## src/rtl/fm_tune_ctrl.sv

```systemverilog
// fm_tune_ctrl: channel tuning and scan controller for the FM demodulator.
// Programs the NCO phase increment for a channel, mutes the DA output while
// the I/Q FIR chain settles, measures mean |I|+|Q| over a fixed window of
// valid samples and decides carrier lock. A scan walks the channel raster
// (with wrap) until a locked channel is found or it returns to its start.
// Optional feature macro: FM_TUNE_RELOCK_EN -- continuous re-measurement in
// TRACK with an automatic up-scan after two consecutive unlocked windows.
module fm_tune_ctrl #(
    parameter int PHI_W      = 16,
    parameter int PHI_BASE   = 1311,
    parameter int INC_STEP   = 131,
    parameter int CH_MAX     = 31,
    parameter int SETTLE_CYC = 256,
    parameter int DWELL_LOG2 = 10,
    parameter int THRESH     = 200
) (
    input  logic               sys_clk,
    input  logic               sys_rst,
    input  logic               tune_req,
    input  logic [5:0]         tune_ch,
    input  logic               scan_req,
    input  logic               scan_up,
    input  logic               iq_valid,
    input  logic signed [11:0] i_data,
    input  logic signed [11:0] q_data,
    output logic [PHI_W-1:0]   phi_inc,
    output logic               mute,
    output logic               busy,
    output logic               lock,
    output logic [5:0]         cur_ch,
    output logic [12:0]        pwr,
    output logic               done
);

    localparam int ACC_W = 13 + DWELL_LOG2;
    localparam int SET_W = (SETTLE_CYC > 1) ? $clog2(SETTLE_CYC) : 1;

    localparam logic [SET_W-1:0]      SETTLE_LAST = SET_W'(SETTLE_CYC - 1);
    localparam logic [SET_W-1:0]      SET_ONE     = SET_W'(1);
    localparam logic [DWELL_LOG2-1:0] SAMP_ONE    = DWELL_LOG2'(1);
    localparam logic [5:0]            CH_MAX_C    = 6'(CH_MAX);
    localparam logic [12:0]           THRESH_C    = 13'(THRESH);
    localparam logic [PHI_W-1:0]      PHI_RST     = PHI_W'(PHI_BASE);

    typedef enum logic [2:0] {
        S_IDLE,
        S_LOAD,
        S_SETTLE,
        S_MEASURE,
        S_DECIDE,
        S_TRACK
    } state_t;

    state_t                  state_reg;
    logic [SET_W-1:0]        settle_cnt_reg;
    logic [DWELL_LOG2-1:0]   sample_cnt_reg;
    logic [ACC_W-1:0]        acc_reg;
    logic                    scan_mode_reg;
    logic                    scan_dir_reg;
    logic [5:0]              scan_start_reg;

    // NCO increment for a channel; wraps naturally at PHI_W bits.
    function automatic logic [PHI_W-1:0] phi_of(input logic [5:0] ch);
        logic [31:0] full;
        full = 32'(PHI_BASE) + 32'(ch) * 32'(INC_STEP);
        return full[PHI_W-1:0];
    endfunction

    // One raster step in the given direction, wrapping CH_MAX <-> 0.
    function automatic logic [5:0] step_ch(input logic [5:0] ch, input logic up);
        if (up) begin
            return (ch >= CH_MAX_C) ? 6'd0 : ch + 6'd1;
        end
        return (ch == 6'd0) ? CH_MAX_C : ch - 6'd1;
    endfunction

    // Magnitude of each lane as a 12-bit unsigned value, so -2048 maps to 2048.
    logic [11:0] lane_raw [2];
    logic [11:0] lane_abs [2];

    assign lane_raw[0] = i_data;
    assign lane_raw[1] = q_data;

    genvar gi;
    generate
        for (gi = 0; gi < 2; gi++) begin : g_abs
            assign lane_abs[gi] = lane_raw[gi][11] ? (~lane_raw[gi] + 12'd1) : lane_raw[gi];
        end
    endgenerate

    logic [12:0]      samp_sum;
    logic [ACC_W-1:0] acc_next;
    logic [12:0]      win_mean;
    logic             win_last;
    logic             pwr_hit;
    logic [5:0]       tune_ch_clamped;
    logic [5:0]       scan_next_ch;

    assign samp_sum        = {1'b0, lane_abs[0]} + {1'b0, lane_abs[1]};
    assign acc_next        = acc_reg + ACC_W'(samp_sum);
    assign win_mean        = acc_next[ACC_W-1:DWELL_LOG2];
    assign win_last        = &sample_cnt_reg;
    assign pwr_hit         = (pwr >= THRESH_C);
    assign tune_ch_clamped = (tune_ch > CH_MAX_C) ? CH_MAX_C : tune_ch;
    assign scan_next_ch    = step_ch(cur_ch, scan_dir_reg);

`ifdef FM_TUNE_RELOCK_EN
    logic mean_hit;
    logic miss_reg;
    assign mean_hit = (win_mean >= THRESH_C);
`endif

    // Control FSM: requests pre-empt the state flow, all outputs are registered.
    always_ff @(posedge sys_clk or negedge sys_rst) begin
        if (!sys_rst) begin
            state_reg      <= S_IDLE;
            settle_cnt_reg <= '0;
            sample_cnt_reg <= '0;
            acc_reg        <= '0;
            scan_mode_reg  <= 1'b0;
            scan_dir_reg   <= 1'b0;
            scan_start_reg <= '0;
            phi_inc        <= PHI_RST;
            mute           <= 1'b1;
            busy           <= 1'b0;
            lock           <= 1'b0;
            cur_ch         <= '0;
            pwr            <= '0;
            done           <= 1'b0;
`ifdef FM_TUNE_RELOCK_EN
            miss_reg       <= 1'b0;
`endif
        end else begin
            done <= 1'b0;
            if (tune_req) begin
                // A manual tune aborts anything in flight, including a scan.
                cur_ch        <= tune_ch_clamped;
                scan_mode_reg <= 1'b0;
                state_reg     <= S_LOAD;
                busy          <= 1'b1;
                mute          <= 1'b1;
                lock          <= 1'b0;
            end else if (scan_req && (state_reg == S_IDLE || state_reg == S_TRACK)) begin
                // The scan never re-measures its start channel first.
                scan_mode_reg  <= 1'b1;
                scan_dir_reg   <= scan_up;
                scan_start_reg <= cur_ch;
                cur_ch         <= step_ch(cur_ch, scan_up);
                state_reg      <= S_LOAD;
                busy           <= 1'b1;
                mute           <= 1'b1;
                lock           <= 1'b0;
            end else begin
                case (state_reg)
                    S_IDLE: begin
                        state_reg <= S_IDLE;
                    end
                    S_LOAD: begin
                        phi_inc        <= phi_of(cur_ch);
                        settle_cnt_reg <= '0;
                        sample_cnt_reg <= '0;
                        acc_reg        <= '0;
                        state_reg      <= S_SETTLE;
                    end
                    S_SETTLE: begin
                        if (settle_cnt_reg == SETTLE_LAST) begin
                            state_reg <= S_MEASURE;
                        end else begin
                            settle_cnt_reg <= settle_cnt_reg + SET_ONE;
                        end
                    end
                    S_MEASURE: begin
                        // Stalls indefinitely while no valid samples arrive.
                        if (iq_valid) begin
                            acc_reg        <= acc_next;
                            sample_cnt_reg <= sample_cnt_reg + SAMP_ONE;
                            if (win_last) begin
                                pwr       <= win_mean;
                                state_reg <= S_DECIDE;
                            end
                        end
                    end
                    S_DECIDE: begin
                        if (!scan_mode_reg || pwr_hit) begin
                            lock           <= pwr_hit;
                            mute           <= ~pwr_hit;
                            busy           <= 1'b0;
                            done           <= 1'b1;
                            acc_reg        <= '0;
                            sample_cnt_reg <= '0;
                            state_reg      <= S_TRACK;
`ifdef FM_TUNE_RELOCK_EN
                            miss_reg       <= 1'b0;
`endif
                        end else if (scan_next_ch == scan_start_reg) begin
                            // Full lap without a carrier: park back on the start channel.
                            cur_ch         <= scan_start_reg;
                            phi_inc        <= phi_of(scan_start_reg);
                            lock           <= 1'b0;
                            mute           <= 1'b1;
                            busy           <= 1'b0;
                            done           <= 1'b1;
                            acc_reg        <= '0;
                            sample_cnt_reg <= '0;
                            state_reg      <= S_TRACK;
`ifdef FM_TUNE_RELOCK_EN
                            miss_reg       <= 1'b0;
`endif
                        end else begin
                            cur_ch    <= scan_next_ch;
                            state_reg <= S_LOAD;
                        end
                    end
                    S_TRACK: begin
`ifdef FM_TUNE_RELOCK_EN
                        // Rolling windows keep lock/pwr fresh; two misses in a row trigger an up-scan.
                        if (iq_valid) begin
                            acc_reg        <= acc_next;
                            sample_cnt_reg <= sample_cnt_reg + SAMP_ONE;
                            if (win_last) begin
                                acc_reg <= '0;
                                pwr     <= win_mean;
                                lock    <= mean_hit;
                                mute    <= ~mean_hit;
                                if (mean_hit) begin
                                    miss_reg <= 1'b0;
                                end else if (miss_reg) begin
                                    miss_reg       <= 1'b0;
                                    scan_mode_reg  <= 1'b1;
                                    scan_dir_reg   <= 1'b1;
                                    scan_start_reg <= cur_ch;
                                    cur_ch         <= step_ch(cur_ch, 1'b1);
                                    state_reg      <= S_LOAD;
                                    busy           <= 1'b1;
                                    mute           <= 1'b1;
                                    lock           <= 1'b0;
                                end else begin
                                    miss_reg <= 1'b1;
                                end
                            end
                        end
`else
                        state_reg <= S_TRACK;
`endif
                    end
                    default: begin
                        state_reg <= S_IDLE;
                    end
                endcase
            end
        end
    end

endmodule

```

## config.mk

```make
export PLATFORM = sky130hd
export DESIGN_NAME = fm_tune_ctrl
export DESIGN_NICKNAME = d
export VERILOG_FILES = /design/src/rtl/fm_tune_ctrl.sv
export SDC_FILE = /design/constraint.sdc
export NUM_CORES = 1
export LEC_CHECK = 0
export ABC_AREA = 1
export ABC_CLOCK_PERIOD_IN_PS = 3700
export CAP_MARGIN = 10
export CELL_PAD_IN_SITES_DETAIL_PLACEMENT = 0
export CELL_PAD_IN_SITES_GLOBAL_PLACEMENT = 1
export CORE_ASPECT_RATIO = 0.8
export CORE_MARGIN = 2
export CORE_UTILIZATION = 43
export DETAILED_ROUTE_END_ITERATION = 10
export PLACE_DENSITY_LB_ADDON = 0.3
export REMOVE_ABC_BUFFERS = 1
export SETUP_SLACK_MARGIN = 0.1
export SLEW_MARGIN = 10
export SYNTH_ARGS = -nofsm -noshare
export SYNTH_HDL_FRONTEND = slang
export SYNTH_SLANG_ARGS = --single-unit
```

## constraint.sdc

```tcl
create_clock -name sys_clk -period 3.7 [get_ports sys_clk]
set_input_delay 0.925 -clock sys_clk [delete_from_list [all_inputs] [get_ports sys_clk]]
set_output_delay 0.925 -clock sys_clk [all_outputs]
set_load 0.005 [all_outputs]
```

# After elaboration in Yosys (flattened, before gate mapping)
# Cells that the tools add are included.
# op_classes
mux	60
n_bitwise	5
eq_ne	16
add_sub_neg	10
reduce_logical	21
n_lt_le_gt_ge	3
mul	2
# op_table
cell	count
2-to-1 mux 6 bit	12
2-to-1 mux 23 bit	3
case mux 23 bit (3 select lines)	1
2-to-1 mux 16 bit	2
case mux 16 bit (2 select lines)	1
adder 11 x 14 -> 15 bit, first input constant	2
2-to-1 mux 10 bit	3
case mux 10 bit (3 select lines)	1
multiplier 6 x 8 -> 14 bit, second input constant	2
2-to-1 mux 1 bit	25
adder 12 x 1 -> 12 bit, second input constant	2
2-to-1 mux 12 bit	2
inverter 12 bit	2
adder 23 x 13 -> 23 bit	1
2-to-1 mux 3 bit	7
case mux 8 bit (2 select lines)	1
case mux 3 bit (5 select lines)	1
AND reduction 14 bit	1
adder 12 x 12 -> 13 bit	1
>= comparator 13 x 8 -> 1 bit, second input constant	1
inequality test 4 bit, second input constant	3
adder 10 x 1 -> 10 bit, second input constant	1
AND reduction 10 bit	1
AND reduction 5 bit	2
other kinds (25)	39
# word_totals
ff_bits	91
word_cells	131
out_inout_bits	39

# Logic depth before layout (Yosys ltp)
# depth
ltp_word	10
depth_mapped	25
mapped_depth_nobuf	25

# Worst setup path before layout
# No wires, ideal clock.
# synth_path
kind	input to register
start	in q_data[1]
end	reg acc_reg[16]
slack_ns	-0.141
arrival_ns	3.776
path_stages	20
n_path_buf	0
cell_sequence	inv_1 -> ha_1 -> nand2_1 -> nor4_1 -> a31oi_1 -> xor2_1 -> inv_1 -> fa_1 -> inv_1 -> ha_1 -> nand2_1 -> nor4_1 -> nand2_1 -> nand2_1 -> nand2_1 -> nand2_1 -> nand2_1 -> nor2_1 -> nand4_1 -> nand2_1
# synth_via
elab_chain_len	7
# synth_rtl
item	line	rtl
start, declared	25	input logic signed [11:0] q_data,
inverter 12 bit	87	assign lane_abs[gi] = lane_raw[gi][11] ? (~lane_raw[gi] + 12'd1) : lane_raw[gi];
adder 12 x 1 -> 12 bit	87	
2-to-1 mux 12 bit *	87	
adder 12 x 12 -> 13 bit *	99	assign samp_sum = {1'b0, lane_abs[0]} + {1'b0, lane_abs[1]};
adder 23 x 13 -> 23 bit *	100	assign acc_next = acc_reg + ACC_W'(samp_sum);
2-to-1 mux 23 bit *	174	if (iq_valid) begin
case mux 23 bit (3 select lines) *	154	case (state_reg)
end signal, assigned	175	acc_reg <= acc_next;
end, declared	57	logic [ACC_W-1:0] acc_reg;
# Every way passes the cells marked *; elsewhere a longest branch is shown, timed or not. The select of a mux whose other input is x is not followed.
# A chain may end at the register's enable or synchronous reset.

# Final worst setup path
# layout_path
start	in q_data[1]
end	reg acc_reg[13]
# Same word-level chain as after synthesis.

==> results.txt <==
number of synthesized register bits = 90
most common cell in the netlist = nand2_1
clk sinks = 90
global-route wire length before repair = 39.6 mm
Post-CTS Hold Buffers = 0
n_diodes = 0
root buf cell = clkbuf_16
Period minus WS final = 3.60 ns
aggregate global-route resource usage = 23.8%
GRT Residual Overflow = 0
I/O pins = 75
share of cells above drive strength 1 = 21.0%
synth unique cells = 45
FFs w/ async S/R, synth = 100%
total power = 10.2 mW
vias in the first global route = 7727
via count = 8306
Synth area leader = dfrtp_1
CP max FO = 4
Syn Std Cell Area = 8340 µm²
Layout area overhead = 31.6%
die footprint = 20500 µm²
antenna violations before repair = 0
clock latency on the worst-skew pair = 0.36 ns
Hold Vio Cnt, Final = 0
Final HPWL DP = 17.7 mm
WS Path Type = in -> reg
Arr. time, crit path = 3.85 ns
max-cap viol count = 0
top cells by area, synth = dfrtp_1, nand2_1, ha_1, inv_1, nand3_1
Die Y = 129 µm
final setup fails = 0
CTS tree = yes
Leakage = 5.56 nW
Final ANT Viol Nets = 0
Rows = 45
TritonCTS Buffers = 9
port bufs = 73
# fillers = 1803
PD cells = 930 nW/µm²
Post-synth EDFFs = 0
CP Capture Type = register
clock transition at the registers of the reported paths = 0.08 ns
Req. time, crit path = 3.95 ns
most frequent cells after synthesis = nand2_1, inv_1, nor2_1
WL final = 24.1 mm
Layout Nets = 1490
status = finished clean
area share of the largest cell type after synthesis = 24.6%
via/cell ratio = 5.14
period utilization = 97.4%
Gate Count Post-Synth = 1201
Largest register FFs = 23
largest net degree at the start of global routing = 91
DR pass1 iterations = 5
gpl congestion = 0.939
Seq/Total Area, Yosys = 27.1%
drt initial violations = 648
CP startpoint kind = primary input
core area = 19000 µm²
H-tree depth = 3
Tightest Hold Check Type = reg -> reg
RSZ-0062 raised after global routing = yes
yosys warns = 0
max frequency = 278 MHz
Fin Setup TNS = 0 ns
Die X = 160 µm
Worst Clk Skew = 0.0133 ns
fin. max-slew vios = 0
VDD IR max = 624 µV
Initial Utilization = 44.0%
Slew HR = 42.7%
WL/cell = 14.9 µm
post-layout util = 57.8%
DRC viols = 0
average cell area after synthesis = 6.94 µm²
maximum clock path buffer count = 2
Slew @ Worst Pin = 0.859 ns
ys flop type = dfrtp_1
## worst paths after layout
check | startpoint | endpoint | slack (ns) | cells past startpoint
max | q_data[1] | acc_reg[13] | 0.1 | 23
min | phi_inc[8] | phi_inc[8] | 0.46 | 2
max reg2reg | cur_ch[3] | phi_inc[11] | 0.38 | 16
min reg2reg | phi_inc[8] | phi_inc[8] | 0.46 | 2
max in group asynchronous | sys_rst | phi_inc[10] | 2.67 | 2
min in group asynchronous | sys_rst | cur_ch[0] | 0.57 | 2
## routing by layer
metal	track usage [%]	part of all wire, %	vias to the layer above
li1	-	-	4213
met1	37.8	54	3872
met2	33.8	41	202
met3	3.45	4.7	19
met4	4.81	0.99	0
met5	0	0	-
## worst max-delay path, stage by stage
cell     delay (ns)
buf_8          0.10
inv_6          0.05
ha_4           0.14
nand2_4        0.06
nor4_4         0.20
buf_4          0.17
a21oi_2        0.06
xor2_1         0.17
inv_1          0.08
fa_1           0.50
inv_2          0.05
ha_4           0.32
nand2_4        0.08
buf_6          0.12
nor2_2         0.08
nand2_1        0.08
nand2_2        0.13
nand2_2        0.08
nand2_4        0.07
xor2_2         0.16
nor2_1         0.06
nand4_1        0.10
nand2_1        0.07
## metrics by stage
step	worst slack (ns)	std cells	area, µm²	hold slack, ns
2_1_floorplan	-0.197	1171	8170	0.442
3_3_place_gp	-0.865	1591	9900	0.452
3_5_place_dp	-0.855	1591	9900	0.456
4_1_cts	0.100	1614	10700	0.468
5_1_grt	-0.149	1617	11000	0.495
6_report	0.0980	1617	11000	0.464
## kinds of logic (layout without fill, tap and decap cells)
kind of cell             Yosys count  in the layout  synth area share (%)
other                              1              1                0.0450
buffers and inverters            200            358                  9.74
flip-flops                        90             90                  27.1
AO/OA/AOI/OAI                    149            149                  9.86
AND/OR/NAND/NOR                  612            612                  31.7
XOR/XNOR                          49             49                  5.15
adder cells (fa/ha/maj)          100            100                  16.4
## final cells by class
class | count | area (µm²) | area share, %
Sequential cell | 90 | 2260 | 20.6
Clock inverter | 6 | 72.6 | 0.661
Inverter | 170 | 656 | 5.97
Multi-Input combinational cell | 911 | 5920 | 54.0
Tap cell | 258 | 323 | 2.94
Clock buffer | 10 | 229 | 2.09
Timing Repair Buffer | 172 | 1510 | 13.8
## where the power goes
group          switching [mW]  total, mW  leakage (nW)  internal (mW)
clock network           0.433      0.965         0.144          0.532
logic                    4.75       7.79          4.25           3.04
registers               0.204       1.46          1.17           1.25
total                    5.38       10.2          5.56           4.82
## placed cells by master, fill, tap and decap left out, types with 9 or more instances in the layout
| cell | netlist | final |
|---|---|---|
| o21ai_0 | 60 | 49 |
| nand2_1 | 330 | 299 |
| nor2_2 | 5 | 18 |
| a21oi_2 | 0 | 11 |
| clkbuf_16 | 0 | 9 |
| inv_1 | 155 | 143 |
| ha_4 | 0 | 10 |
| nand4_1 | 43 | 43 |
| a31oi_1 | 14 | 12 |
| nand2_2 | 6 | 29 |
| nor3_1 | 21 | 17 |
| buf_6 | 4 | 10 |
| nand3_1 | 84 | 78 |
| a21oi_1 | 47 | 34 |
| xnor2_1 | 27 | 20 |
| inv_2 | 12 | 22 |
| clkdlybuf4s50_1 | 0 | 55 |
| dfrtp_1 | 82 | 81 |
| fa_1 | 16 | 15 |
| o21ai_2 | 1 | 10 |
| ha_1 | 84 | 73 |
| nor2_1 | 106 | 87 |
| xor2_1 | 22 | 21 |
| buf_4 | 2 | 90 |
## what timing repair did
action	in CTS	in global routing
resized for setup	137	86
gates cloned	0	0
buffers inserted	7	4
setup endpoints to repair	31	30
pin swaps	66	71
Power figures use the tool's default switching activity.
